**src/rtl/ishift_arb.sv**
```systemverilog
// Round-robin two-port front end for the iterative shifter.
// Grants a requester, latches its operands, fires the shifter, and returns the result with a per-port done pulse.
`timescale 1ns/1ps
module ishift_arb #(
  parameter int WIDTH = 16
) (
  input  logic             clk,
  input  logic             arstn,
  input  logic             rq0_req,
  input  logic [1:0]       rq0_fmt,
  input  logic [5:0]       rq0_cnt,
  input  logic [WIDTH-1:0] rq0_a,
  input  logic             rq1_req,
  input  logic [1:0]       rq1_fmt,
  input  logic [5:0]       rq1_cnt,
  input  logic [WIDTH-1:0] rq1_a,
  output logic             rq0_done,
  output logic             rq1_done,
  output logic [WIDTH-1:0] y,
  output logic             arb_busy,
  output logic             sh_go,
  output logic [1:0]       sh_fmt,
  output logic [5:0]       sh_cnt,
  output logic [WIDTH-1:0] sh_a,
  input  logic             sh_busy,
  input  logic [WIDTH-1:0] sh_y
);

  typedef enum logic [1:0] {IDLE, ISSUE, WAIT, DONE} state_t;

  localparam logic [5:0] CNT_MAX = 6'(WIDTH);

  state_t           state_q, state_d;
  logic             last_q, last_d;
  logic             gnt_q, gnt_d;
  logic [1:0]       fmt_q, fmt_d;
  logic [5:0]       cnt_q, cnt_d;
  logic [WIDTH-1:0] a_q, a_d;
  logic [WIDTH-1:0] y_q, y_d;

  logic             sel;
  logic [5:0]       sel_cnt;

  // Both requesting: the port not served last wins; otherwise the lone requester.
  assign sel     = (rq0_req && rq1_req) ? ~last_q : rq1_req;
  assign sel_cnt = sel ? rq1_cnt : rq0_cnt;

  always_ff @(posedge clk or negedge arstn) begin
    if (!arstn) begin
      state_q <= IDLE;
      last_q  <= 1'b1;
      gnt_q   <= 1'b0;
      fmt_q   <= '0;
      cnt_q   <= '0;
      a_q     <= '0;
      y_q     <= '0;
    end else begin
      state_q <= state_d;
      last_q  <= last_d;
      gnt_q   <= gnt_d;
      fmt_q   <= fmt_d;
      cnt_q   <= cnt_d;
      a_q     <= a_d;
      y_q     <= y_d;
    end
  end

  always_comb begin
    state_d  = state_q;
    last_d   = last_q;
    gnt_d    = gnt_q;
    fmt_d    = fmt_q;
    cnt_d    = cnt_q;
    a_d      = a_q;
    y_d      = y_q;
    sh_go    = 1'b0;
    rq0_done = 1'b0;
    rq1_done = 1'b0;
    arb_busy = (state_q != IDLE);
    case (state_q)
      IDLE: begin
        if (rq0_req || rq1_req) begin
          gnt_d   = sel;
          fmt_d   = sel ? rq1_fmt : rq0_fmt;
          a_d     = sel ? rq1_a : rq0_a;
          // Counts at or beyond WIDTH all give the same result, so cap the cycle cost.
          cnt_d   = (sel_cnt > CNT_MAX) ? CNT_MAX : sel_cnt;
          state_d = ISSUE;
        end
      end
      ISSUE: begin
        sh_go   = 1'b1;
        state_d = WAIT;
      end
      WAIT: begin
        if (!sh_busy) begin
          y_d     = sh_y;
          state_d = DONE;
        end
      end
      DONE: begin
        rq0_done = ~gnt_q;
        rq1_done = gnt_q;
        last_d   = gnt_q;
        state_d  = IDLE;
      end
      default: state_d = IDLE;
    endcase
  end

  assign y      = y_q;
  assign sh_fmt = fmt_q;
  assign sh_cnt = cnt_q;
  assign sh_a   = a_q;

endmodule

```
**config.mk**
```make
export PLATFORM = sky130hd
export DESIGN_NAME = ishift_arb
export DESIGN_NICKNAME = d
export VERILOG_FILES = /design/src/rtl/ishift_arb.sv
export SDC_FILE = /design/constraint.sdc
export NUM_CORES = 1
export LEC_CHECK = 0
export ABC_AREA = 1
export CAP_MARGIN = 20
export CORE_ASPECT_RATIO = 1.5
export CORE_MARGIN = 2
export CORE_UTILIZATION = 39
export DETAILED_ROUTE_END_ITERATION = 8
export GPL_ROUTABILITY_DRIVEN = 0
export GPL_TIMING_DRIVEN = 1
export HOLD_SLACK_MARGIN = 0.05
export MAX_ROUTING_LAYER = met4
export PLACE_DENSITY = 0.88
export SLEW_MARGIN = 20
export SYNTH_ARGS = -nofsm -noshare
export SYNTH_HDL_FRONTEND = slang
export SYNTH_SLANG_ARGS = --single-unit
```
**constraint.sdc**
```tcl
create_clock -name clk -period 2.15 [get_ports clk]
set_clock_uncertainty 0.2 [all_clocks]
set_input_delay 0.645 -clock clk [delete_from_list [all_inputs] [get_ports clk]]
set_output_delay 0.645 -clock clk [all_outputs]
set_load 0.1 [all_outputs]
```
### Word level (Yosys, flattened, before mapping)

Cells that the tools add are included.

| cells by class | value |
|---|---|
| order comparisons | 1 |
| multiply operators | 0 |
| reductions and logical operators | 7 |
| shift-type cells | 0 |
| $add $sub $neg | 0 |
| eq/ne operators | 5 |
| multiplexer cells | 11 |
| bitwise operators | 3 |
| divide/modulo/power cells | 0 |

Operators with widths:

| cell | number |
|---|---|
| two-way mux 16 bit | 1 |
| two-way mux 6 bit | 2 |
| one-hot mux 2 bit (4 select lines) | 1 |
| greater-than comparator 6 x 5 -> 1 bit (second input constant) | 1 |
| two-way mux 2 bit | 3 |
| AND reduction 2 bit | 3 |
| equality test 2 bit (second input constant) | 2 |
| two-way mux 1 bit | 4 |
| inequality test 2 bit (second input constant) | 2 |
| NOT 1 bit | 3 |
| equality test 2 x 1 -> 1 bit (second input constant) | 1 |
| logical NOT 2 bit | 1 |
| nonzero test 2 bit | 1 |
| logical AND 1 bit | 1 |
| logical OR 1 bit | 1 |

| storage, ports and cells | value |
|---|---|
| flip-flop bits (word level) | 44 |
| memories kept | 0 |
| bits of input ports | 69 |
| output and inout bits | 44 |
| RAM bits | 0 |
| logic and storage cells | 34 |
| bits in latches | 0 |
| ROM bits | 0 |

### Logic depth before layout (Yosys ltp)

| depth | value |
|---|---|
| depth after elaboration | 5 |
| mapped depth | 9 |
| depth with buffers taken out | 9 |

### Least setup slack after synthesis

No wires, ideal clock.

| timing path | value |
|---|---|
| path type | register -> output |
| from | register state_q[0] |
| to | output port rq0_done |
| cell stages (with the launch flop) | 4 |
| arrival time | 1.815 ns |
| data required time | 1.305 ns |
| path slack | -0.510 ns |
| path buffers | 0 |
| path through | dfrtp_1 > ha_1 > inv_1 > nor2_1 |

| between the ends | value |
|---|---|
| cells in the longest elaborated chain, start to end | 2 |

RTL lines:

| item | RTL line | text |
|---|---|---|
| start, declared | 33 | `state_t state_q, state_d;` |
| start signal, assigned | 58 | `state_q <= state_d;` |
| equality test 2 bit | 80 | `case (state_q)` |
| two-way mux 1 bit | 80 |  |
| end, declared | 17 | `output logic rq0_done,` |

Every way passes these cells.

### Final worst setup path

Same ends and word-level chain as after synthesis.

==> flow_summary.toml <==
[status]
status = "finished clean"

[placed_design]
hpwl_mm = 5.04
io_buffers = 112

[global_route]
grt_use_total_pct = 26.2
grt_max_degree = 29
first_global_vias = 2170
grt_pass1_wl_mm = 11.4
antenna_found_initial = 0
gr-total-overflow = 0

[sta]
setup_viol = 0
hold_viol = 0
fmax_mhz = 467
finalWorstPathRequiredPeriod_ns = 2.14
max_slew.worst_pin.slew_ns = 0.442
rsz0062_at_grt = "yes"
period_share_pct = 99.7
fin_tns_setup_ns = 0
finalMaxSlewViolations = 0
slew_headroom_pct = 70.5

[synth]
syn_nets = 282
async_reset_ff_share_pct = 100
synth_most_common_cell = "dfrtp_1"
syn-cell-area_um2 = 2040
synthDominantCellAreaShare_pct = 52.7
synthTopCellsByArea = "dfrtp_1, mux2_2, nand2_1"
ys_types = 22
yosys.area.top_type = "dfrtp_1"
yosysWarnings = 0
ys_seq_elements = 44
synthesis.instances = 209
yosys_most_used_dff = "dfrtp_1"
yosysSeqAreaShare_pct = 54.0
synthTopCellsByCount = "dfrtp_1, nand2_1, nor2_1"
synth-edff-count = 0
syn_avg_cell_area_um2 = 9.77

[floorplan]
dieArea_um2 = 5840
die_width_um = 63.1
io_pins = 113
start_util_pct = 40.2
die_h_um = 92.6
core_um2 = 5080
core.rowCount = 32

[clock_tree]
holdBufCountCts = 0
clk_latency_ns = 0.29
cts_buffer_depth = 2
cts_buffers = 5
clkTransAtPathRegs_ns = 0.09
h-tree-depth = 2
cts_tree = "yes"
root_buffer = "clkbuf_8"
clkSinkCount = 44

[critical_path]
required_ns = 1.30
critPathLaunchType = "flop"
critical_path_arrival_ns = 1.30
cp_max_fo = 3
setup.worst_path.end_class = "output port"
critPathKind = "reg2out"

[cells_and_area]
utilization_pct = 75.5
layout.nets = 403
synthToLayoutAreaGrowth_pct = 87.9
diodes = 0
drive_above_1_share_pct = 29.0

[detailed_routing]
num_vias = 2007
dr.first_iter.drc_count = 65
antenna_left = 0
routedWlPerCell_um = 17.7
drcViolationCount = 0
wirelength_mm = 7.05
via_per_inst = 5.03
drt_first_pass_iters = 4

[run]
timing.max_cap.violations = 0

[hold_path]
hp-class = "in2async"
worst paths after layout:
kind / startpoint / to / slack, ns / cells after the start
min in group clk: last_q / last_q / 0.36 / 2
worst min-delay path: arstn / y[5] / 0.08 / 1
worst max-delay path: state_q[0] / rq0_done / 0.007 / 4
worst min register to register: last_q / last_q / 0.36 / 2
max in group asynchronous: arstn / sh_a[4] / 1.16 / 2
worst max register to register: state_q[0] / sh_a[14] / 0.43 / 6
cells in the final DEF (no fill, tap or decap):
cell type and count:
dfrtp_1 43, dfstp_2 1, o21ai_0 18, nand3_1 8, a31oi_1 1, buf_12 46, nand2_8 1, buf_4 9
or2_4 1, inv_4 2, clkinvlp_4 1, ha_2 1, o21ai_4 2, inv_1 4, nand2_1 40, ha_4 1
clkbuf_1 1, nor2_1 25, nand2_4 1, inv_2 6, mux2_2 16, a21oi_1 2, o31ai_1 1, nor2_4 1
o21ai_1 23, clkdlybuf4s50_1 67, ha_1 2, clkbuf_8 6, buf_2 1
layer usage:
metal / vias to the layer above / global-route usage, % / part of all wire, %
met4: 0 / 7.41 / 2.1
met3: 16 / 5.59 / 6.1
met5: - / - / 0
li1: 928 / - / -
met1: 960 / 29.5 / 37
met2: 103 / 46.5 / 55
through the flow:
step / hold slack (ns) / std cells / worst slack, ns / area (µm²)
6_report: 0.0786 / 399 / 0.00740 / 3840
3_3_place_gp: 0.276 / 389 / -0.0394 / 3710
4_1_cts: 0.0850 / 398 / 0.00716 / 3830
3_5_place_dp: 0.304 / 389 / -0.127 / 3710
2_1_floorplan: 0.149 / 209 / 0.0137 / 2050
5_1_grt: 0.109 / 399 / -0.0159 / 3840
cells by family after synthesis:
family	share of synthesized area, %
buffers and inverters	5.88
adder cells (fa/ha/maj)	2.45
AO/OA/AOI/OAI	12.8
multiplexers	8.82
flip-flops	54.0
AND/OR/NAND/NOR	16.1
critical path, stage by stage, from the launching register on:
cell and delay [ns]:
dfrtp_1 0.43, ha_2 0.23, inv_2 0.06, nor2_4 0.11
buf_12 0.18
layout make-up:
class,count,area (µm²)
flip-flops and latches,44,1100
clock buffers,7,86.3
inverters,12,50.0
multi-input cells,144,842
clock inverters,1,7.51
fillers,317,1250
repair buffers,123,1660
well taps,68,85.1
state kept, by name, indices dropped and copies added (netlist names):
signal   cells
sh_fmt       2
last_q       1
sh_a        16
sh_cnt       6
y           16
gnt_q        1
state_q      2
repair_timing:
| action | in CTS | in global routing |
|---|---|---|
| endpoints found under the setup margin | 2 | 5 |
| cloned | 0 | 0 |
| pin swaps | 0 | 1 |
| hold endpoints to repair | 0 | 0 |
| resized for setup | 6 | 4 |
| setup buffers | 1 | 1 |
Power is left out: the tool's default activity adds up to more than one toggle a clock period on the data nets, which glitch-free logic cannot reach.
